==> src/rtl/uart_rx_oversampled_if.sv <==
// rtl/uart_rx_oversampled_if.sv - received-byte valid/ready handshake between UART receiver and consumer
interface uart_rx_oversampled_if #(
    parameter int DATA_BITS = 8
) ();
    logic [DATA_BITS-1:0] rx_data;
    logic                 rx_valid;
    logic                 rx_ready;

    modport master (
        output rx_data,
        output rx_valid,
        input  rx_ready
    );

    modport slave (
        input  rx_data,
        input  rx_valid,
        output rx_ready
    );
endinterface

==> src/rtl/uart_rx_oversampled.sv <==
// rtl/uart_rx_oversampled.sv - oversampled UART receiver delivering bytes on a valid/ready handshake
// Defining UART_RX_PARITY_EN adds a parity bit stage and the parity_error output.
module uart_rx_oversampled #(
    parameter int DATA_BITS  = 8,
    parameter int OVERSAMPLE = 16
`ifdef UART_RX_PARITY_EN
    ,
    parameter bit PARITY_ODD = 1'b0
`endif
) (
    input  logic                  clock,
    input  logic                  reset,
    input  logic                  baud_tick,
    input  logic                  rx,
    uart_rx_oversampled_if.master rx_bus,
    output logic                  frame_error,
    output logic                  overrun_error
`ifdef UART_RX_PARITY_EN
    ,
    output logic                  parity_error
`endif
);
    localparam int CW = $clog2(OVERSAMPLE);
    localparam int BW = $clog2(DATA_BITS + 1);
    localparam logic [CW-1:0] HALF_LAST = CW'(OVERSAMPLE / 2 - 1);
    localparam logic [CW-1:0] FULL_LAST = CW'(OVERSAMPLE - 1);
    localparam logic [BW-1:0] LAST_BIT  = BW'(DATA_BITS - 1);

    localparam logic [2:0] ST_IDLE   = 3'd0;
    localparam logic [2:0] ST_START  = 3'd1;
    localparam logic [2:0] ST_DATA   = 3'd2;
    localparam logic [2:0] ST_STOP   = 3'd3;
`ifdef UART_RX_PARITY_EN
    localparam logic [2:0] ST_PARITY = 3'd4;
`endif

    logic                 rx_meta;
    logic                 rxs;
    logic [2:0]           state;
    logic [CW-1:0]        tick_cnt;
    logic [BW-1:0]        bit_idx;
    logic [DATA_BITS-1:0] shift_reg;

    logic mid_tick;
    logic end_tick;
    logic stop_sample;
    logic frame_ok;
    logic accept;
    logic hold_old;

    assign mid_tick    = baud_tick && (tick_cnt == HALF_LAST);
    assign end_tick    = baud_tick && (tick_cnt == FULL_LAST);
    assign stop_sample = (state == ST_STOP) && end_tick;

`ifdef UART_RX_PARITY_EN
    logic parity_bit;
    logic parity_ok;
    assign parity_ok = (parity_bit == ((^shift_reg) ^ PARITY_ODD));
    assign frame_ok  = stop_sample && rxs && parity_ok;
`else
    assign frame_ok  = stop_sample && rxs;
`endif

    assign accept   = rx_bus.rx_valid && rx_bus.rx_ready;
    // An unconsumed byte that is not being taken this clock wins over a new frame.
    assign hold_old = rx_bus.rx_valid && !rx_bus.rx_ready;

    always_ff @(posedge clock) begin
        if (reset) begin
            rx_meta          <= 1'b1;
            rxs              <= 1'b1;
            state            <= ST_IDLE;
            tick_cnt         <= '0;
            bit_idx          <= '0;
            shift_reg        <= '0;
            rx_bus.rx_data   <= '0;
            rx_bus.rx_valid  <= 1'b0;
            frame_error      <= 1'b0;
            overrun_error    <= 1'b0;
`ifdef UART_RX_PARITY_EN
            parity_bit       <= 1'b0;
            parity_error     <= 1'b0;
`endif
        end else begin
            rx_meta       <= rx;
            rxs           <= rx_meta;
            frame_error   <= stop_sample && !rxs;
            overrun_error <= frame_ok && hold_old;
`ifdef UART_RX_PARITY_EN
            parity_error  <= stop_sample && !parity_ok;
`endif

            if (frame_ok && !hold_old) begin
                rx_bus.rx_data  <= shift_reg;
                rx_bus.rx_valid <= 1'b1;
            end else if (accept) begin
                rx_bus.rx_valid <= 1'b0;
            end

            if (baud_tick) begin
                tick_cnt <= tick_cnt + 1'b1;
            end

            case (state)
                ST_IDLE: begin
                    tick_cnt <= '0;
                    if (!rxs) begin
                        state <= ST_START;
                    end
                end
                ST_START: begin
                    if (mid_tick) begin
                        tick_cnt <= '0;
                        bit_idx  <= '0;
                        state    <= rxs ? ST_IDLE : ST_DATA;
                    end
                end
                ST_DATA: begin
                    if (end_tick) begin
                        tick_cnt  <= '0;
                        shift_reg <= {rxs, shift_reg[DATA_BITS-1:1]};
                        bit_idx   <= bit_idx + 1'b1;
                        if (bit_idx == LAST_BIT) begin
`ifdef UART_RX_PARITY_EN
                            state <= ST_PARITY;
`else
                            state <= ST_STOP;
`endif
                        end
                    end
                end
`ifdef UART_RX_PARITY_EN
                ST_PARITY: begin
                    if (end_tick) begin
                        tick_cnt   <= '0;
                        parity_bit <= rxs;
                        state      <= ST_STOP;
                    end
                end
`endif
                ST_STOP: begin
                    if (end_tick) begin
                        tick_cnt <= '0;
                        state    <= ST_IDLE;
                    end
                end
                default: begin
                    tick_cnt <= '0;
                    state    <= ST_IDLE;
                end
            endcase
        end
    end
endmodule

==> src/flat_wrapper.sv <==
// flat-port wrapper written by rule: the top's interface ports become plain ports
module uart_rx_oversampled_flat 
#(
    parameter int DATA_BITS  = 8,
    parameter int OVERSAMPLE = 16

)
  (clock, reset, baud_tick, rx, frame_error, overrun_error, rx_bus_rx_data, rx_bus_rx_valid, rx_bus_rx_ready);
  uart_rx_oversampled_if #(.DATA_BITS(DATA_BITS)) rx_bus_i ();
  input  logic clock;
  input  logic reset;
  input  logic baud_tick;
  input  logic rx;
  output logic frame_error;
  output logic overrun_error;
  output wire logic [$bits(rx_bus_i.rx_data)-1:0] rx_bus_rx_data;
  output wire logic [$bits(rx_bus_i.rx_valid)-1:0] rx_bus_rx_valid;
  input wire logic [$bits(rx_bus_i.rx_ready)-1:0] rx_bus_rx_ready;
  assign rx_bus_rx_data = rx_bus_i.rx_data;
  assign rx_bus_rx_valid = rx_bus_i.rx_valid;
  assign rx_bus_i.rx_ready = rx_bus_rx_ready;
  uart_rx_oversampled #(.DATA_BITS(DATA_BITS), .OVERSAMPLE(OVERSAMPLE)) u_core (.clock(clock), .reset(reset), .baud_tick(baud_tick), .rx(rx), .rx_bus(rx_bus_i), .frame_error(frame_error), .overrun_error(overrun_error));
endmodule
==> config.mk <==
export PLATFORM = sky130hd
export DESIGN_NAME = uart_rx_oversampled_flat
export DESIGN_NICKNAME = d
export VERILOG_FILES = /design/src/rtl/uart_rx_oversampled_if.sv /design/src/rtl/uart_rx_oversampled.sv /design/src/flat_wrapper.sv
export SDC_FILE = /design/constraint.sdc
export NUM_CORES = 1
export LEC_CHECK = 0
export BUFFER_PORTS_ARGS = -buffer_cell sky130_fd_sc_hd__buf_2
export CAP_MARGIN = 5
export CORE_MARGIN = 2
export CORE_UTILIZATION = 35
export CTS_CLUSTER_SIZE = 10
export DETAILED_ROUTE_END_ITERATION = 12
export GPL_TIMING_DRIVEN = 0
export SETUP_SLACK_MARGIN = 0.5
export SLEW_MARGIN = 40
export SYNTH_ARGS = -nofsm -noshare
export SYNTH_HDL_FRONTEND = slang
export SYNTH_SLANG_ARGS = --single-unit
==> constraint.sdc <==
create_clock -name clock -period 1.4 [get_ports clock]
set_input_delay 0.14 -clock clock [delete_from_list [all_inputs] [get_ports clock]]
set_output_delay 0.14 -clock clock [all_outputs]
set_load 0.02 [all_outputs]
==> After elaboration in Yosys (flattened, before gate mapping) <==
Cells that the tools add are included.
{ "word_totals": {"out_inout_bits": 11, "wordCells": 58, "reg_bits": 32, "in_bits": 5} }
{ "classes": {"addsub": 2, "n_mux": 16, "eq_ne": 11, "reduce_logical": 19} }
{ "ops": {"columns": ["cell", "n"], "rows": [
  ["$mux 4", 5],
  ["$pmux 4 s2", 2],
  ["$mux 3", 5],
  ["$pmux 3 s4", 1],
  ["$logic_and 1x1->1", 9],
  ["$add 4x1->4 const B", 2],
  ["$eq 4x3->1 const B", 2],
  ["$ne 2x1->1 const B", 4],
  ["$eq 3x2->1 const B", 2],
  ["$reduce_and 5->1", 1],
  ["$eq 4x4->1 const B", 1],
  ["$reduce_bool 2->1", 2],
  ["$eq 3x1->1 const B", 1],
  ["$logic_not 1->1", 3],
  ["$logic_not 3->1", 1],
  ["$reduce_and 3->1", 1],
  ["$mux 1", 2],
  ["$mux 2", 1],
  ["$ne 2x2->1 const B", 1],
  ["$reduce_and 2->1", 1],
  ["$reduce_or 2->1", 1]
]} }

==> Depth between registers and ports, before layout <==
{ "logic_depth": {"depth_word": 6, "depth_mapped": 6, "ltp_nobuf": 4} }

==> Least setup slack after synthesis <==
OpenSTA, ideal clock, no wires.
{ "synth_path": {"path_type": "flip-flop to flip-flop", "start": "register u_core.tick_cnt[0]", "end": "register u_core.rx_bus.rx_data[0]", "arrival_time_ns": 1.425, "path_stages_with_launch": 7, "n_path_buf": 2, "setup_slack_ns": -0.096, "required_ns": 1.328, "setup_ns": 0.072, "synth_period_minus_slack_ns": 1.496, "path_cell_list": "dfxtp_1 ha_1 and3_1 buf_2 and4_1 buf_6 mux2i_1"} }
{ "synth_between": {"elab_chain_len": 5} }
{ "synth_rtl": {"columns": ["item", "line_no", "source"], "rows": [
  ["from (decl)", "uart_rx_oversampled.sv:40", "logic [CW-1:0] tick_cnt;"],
  ["from (signal assigned)", "uart_rx_oversampled.sv:101", "tick_cnt <= tick_cnt + 1'b1;"],
  ["$eq 4x4->1", "uart_rx_oversampled.sv:52", "assign end_tick = baud_tick && (tick_cnt == FULL_LAST);"],
  ["$logic_and 1x1->1", "uart_rx_oversampled.sv:52", null],
  ["$logic_and 1x1->1", "uart_rx_oversampled.sv:53", "assign stop_sample = (state == ST_STOP) && end_tick;"],
  ["$logic_and 1x1->1", "uart_rx_oversampled.sv:61", "assign frame_ok = stop_sample && rxs;"],
  ["$logic_and 1x1->1", "uart_rx_oversampled.sv:93", "if (frame_ok && !hold_old) begin"],
  ["to (signal assigned)", "uart_rx_oversampled.sv:94", "rx_bus.rx_data <= shift_reg;"],
  ["to (decl)", "uart_rx_oversampled_if.sv:10", "output rx_data,"]
]} }
No other way between the ends.
A chain may end at the register's enable or synchronous reset.

==> Worst setup path after layout <==
{ "layout_path": {"start": "register u_core.tick_cnt[0]", "end": "register u_core.rx_bus.rx_data[7]"} }
The elaborated chain is that of the path after synthesis.

==> summary.md <==
| Metric | Value |
|---|---|
| Static Leakage | `0.733 nW` |
| Initial antenna violation count | `0` |
| Per-cell routed wire length | `14.7 um` |
| Flop-to-flop setup slack | `-0.01 ns` |
| Peak VDD IR | `0.476 mV` |
| R2R Path Start | `u_core.tick_cnt[0]` |
| Post-Route Skew | `0.00663 ns` |
| Core area | `3740 um2` |
| # rows | `22` |
| H-tree depth | `2` |
| GRT Max-Usage Layer | `met2` |
| Multi-input logic area | `893 um2` |
| Number of buffers created by CTS | `5` |
| GR Util met3 | `0.0439` |
| CP cell instances | `ha_4, and3_4, buf_6, and4_1, buf_6, mux2i_1` |
| Part of the cycle the worst path needs | `1.01` |
| Setup CP Type | `reg -> reg` |
| Sink Count | `31` |
| I/O pins | `16` |
| Least-Margin Pin Slew | `0.672 ns` |
| Synthesis-to-finish area growth | `53.3%` |
| DRC | `0` |
| DP HPWL | `2.02 mm` |
| Max_cap viols | `0` |
| Cell Count, Final, Fillers Out | `246` |
| Synth warn | `0` |
| Critical Path Start Type | `flop` |
| Die H | `67.1 um` |
| Count leader, synth | `dfxtp_1` |
| Top cell type's share of synthesized area | `0.446` |
| Worst setup EP type | `flop` |
| Reg2Reg Depth | `6` |
| Syn Nets | `165` |
| Root Buffer | `clkbuf_8` |
| Die width | `67.1 um` |
| Crit-path max FO | `8` |
| Power per Cell Area | `795 nW/um2` |
| GRT Residual Overflow | `0` |
| CTS tree | `done` |
| Reg area | `646 um2` |
| Slowest CP cell | `dfxtp_4` |
| Worst setup path endpoint | `u_core.rx_bus.rx_data[7]` |
| Pin count of the biggest net entering global routing | `11` |
| Placed Area | `1570 um2` |
| Placement Setup Slack | `-0.0777 ns` |
| Met2 Usage GRT | `0.288` |
| GRT Total Usage | `0.167` |
| Most used cell, CP | `buf_6` |
| Die area | `4500 um2` |
| Antenna cells | `0` |
| Worst-path clk slew | `0.07 ns` |
| Final WL | `3.63 mm` |
| Post-synth ARST share | `0` |
| Max-slew headroom | `0.552` |
| Synth top area cells | `dfxtp_1 (45%), mux2i_1 (7.2%), a21oi_1 (5.0%), nand2_1 (4.9%), nand3_1 (4.0%)` |
| Post-route cell area | `2130 um2` |
| Final Hold Violating Endpoints | `0` |
| #FFs+latches synth | `31` |
| Total power | `1.70 mW` |
| Synthesized instance count | `158` |
| Hold crit path type | `in -> reg` |
| EDFF count, synth | `0` |
| I/O Buffers | `14` |
| FILL cells | `337` |
| Antenna viol nets, final | `0` |
| Fraction of layout cells with a size suffix above 1 | `0.515` |
| Post-Syn Area | `1390 um2` |
| Largest area contributor in the netlist | `dfxtp_1` |
| Failing checks | `negative setup slack` |
| First-pass GRT wire length | `5.44 mm` |
| Placer congestion estimate | `0.794` |
| Final setup viols | `4` |
| Max-slew violations | `0` |
| Reg2reg end | `u_core.rx_bus.rx_data[7]` |
| Drt pass-1 iters | `4` |
| Final min period | `1.41 ns` |
| Placed Cells | `220` |
| Synth Flop Type | `dfxtp_1` |
| CP peak stage delay | `0.36 ns` |
| Unrepaired setup endpoints after global routing | `true` |
| Starting Density | `0.372` |
| Longest Clk Path Bufs | `2` |
| GRT met1 Usage | `0.179` |
| Final WS setup | `-0.0119 ns` |
| Outcome | `finished with violations` |
| Required @ worst endpoint | `1.61 ns` |
| Nets | `205` |
| Fmax | `708 MHz` |
| Sequential fraction of the synthesis area | `0.446` |
| Clock Latency Late Sink | `0.29 ns` |
| Vias in the first global route | `1217` |
| Post-synth cell types | `41` |
| Syn avg cell area | `8.81 um2` |
| DRT iter0 DRCs | `67` |
| Total number of vias | `1302` |
| Crit path launch | `u_core.tick_cnt[0]` |
| Vias/cell | `5.29` |
| CP arrival | `1.63 ns` |
| Top post-synthesis cells by count | `dfxtp_1 (31), nand2_1 (18), a21oi_1 (14)` |
cell type report:
class / instances / share of cell area
timing repair buffer: 33 / 0.149
clock inverter: 1 / 0.00234
clock buffer: 6 / 0.0387
tap: 48 / 0.0281
sequential: 31 / 0.302
inverter: 4 / 0.00703
buffer: 14 / 0.0539
multi-input combinational: 109 / 0.419
what timing repair did:
action	in CTS	in global routing
endpoints found under the hold margin	0	0
pin swaps	13	8
setup buffers	11	6
gates resized for setup	52	35
hold buffers	0	0
endpoints found under the setup margin	38	36
cloned	1	1
power by group:
part	leakage [nW]	internal [mW]	total, mW	switching [mW]
sequential	0.258	0.882	0.887	0.00514
clock	0.0470	0.385	0.725	0.340
combinational	0.428	0.0343	0.0848	0.0505
total	0.733	1.30	1.70	0.396
cells by family after synthesis:
kind of cell | share of synthesized area
multiplexers | 0.0719
AO/OA/AOI/OAI | 0.163
AND/OR/NAND/NOR | 0.224
XOR/XNOR | 0.0126
buffers and inverters | 0.0656
flip-flops | 0.446
adder cells (fa/ha/maj) | 0.0180
per-layer routing:
metal	up-vias	share of wire
met4	0	0.030
met2	23	0.52
met1	623	0.41
li1	644	-
met5	-	0
met3	12	0.037
critical path: cells and delay by family (launching register included):
family	cells	cell delay, ns
adders and majority gates	1	0.16
buffers and inverters	2	0.26
DFF	1	0.36
muxes	1	0.20
and+or+nand+nor	2	0.37
placed cells by master, fill, tap and decap left out, types with 2 or more instances in the layout:
cell      netlist  layout
buf_6           2      18
nand2_1        18      17
dfxtp_1        31      17
buf_4           1      15
dfxtp_2         0      11
mux2i_1        10      10
a21oi_2         0      10
o21ai_0        11       6
nor2_1          7       6
clkbuf_8        0       6
nand3_4         0       5
buf_2           4       5
o21ai_1         0       5
nand3_2         1       5
inv_1           4       4
clkbuf_1        6       3
nand4_1         3       3
o211ai_1        3       3
dfxtp_4         0       3
and4_1          2       2
clkbuf_4        0       2
a21oi_4         0       2
a211oi_2        1       2
a21oi_1        14       2
nor3b_1         2       2
nand3_1        11       2
or2_2           2       2
how the worst min path moves through the flow:
stage	from	endpoint	slack, ns	cells past startpoint
CTS	rx	u_core.rx_meta	0.03	2
global placement	rx	u_core.rx_meta	0.33	2
floorplan	rx	u_core.rx_meta	0.24	1
finish	rx	u_core.rx_meta	0.03	2
detailed placement	rx	u_core.rx_meta	0.33	2
global route	rx	u_core.rx_meta	0.04	2
metrics by stage:
step           utilization  hold slack, ns  setup TNS (ns)
6_report             0.570          0.0286         -0.0175
3_5_place_dp         0.419           0.327          -0.550
2_1_floorplan            -           0.244               0
3_3_place_gp         0.419           0.327          -0.308
4_1_cts              0.522          0.0271               0
5_1_grt              0.570          0.0352          -0.465
No activity file was read; power rests on OpenSTA's default activity.
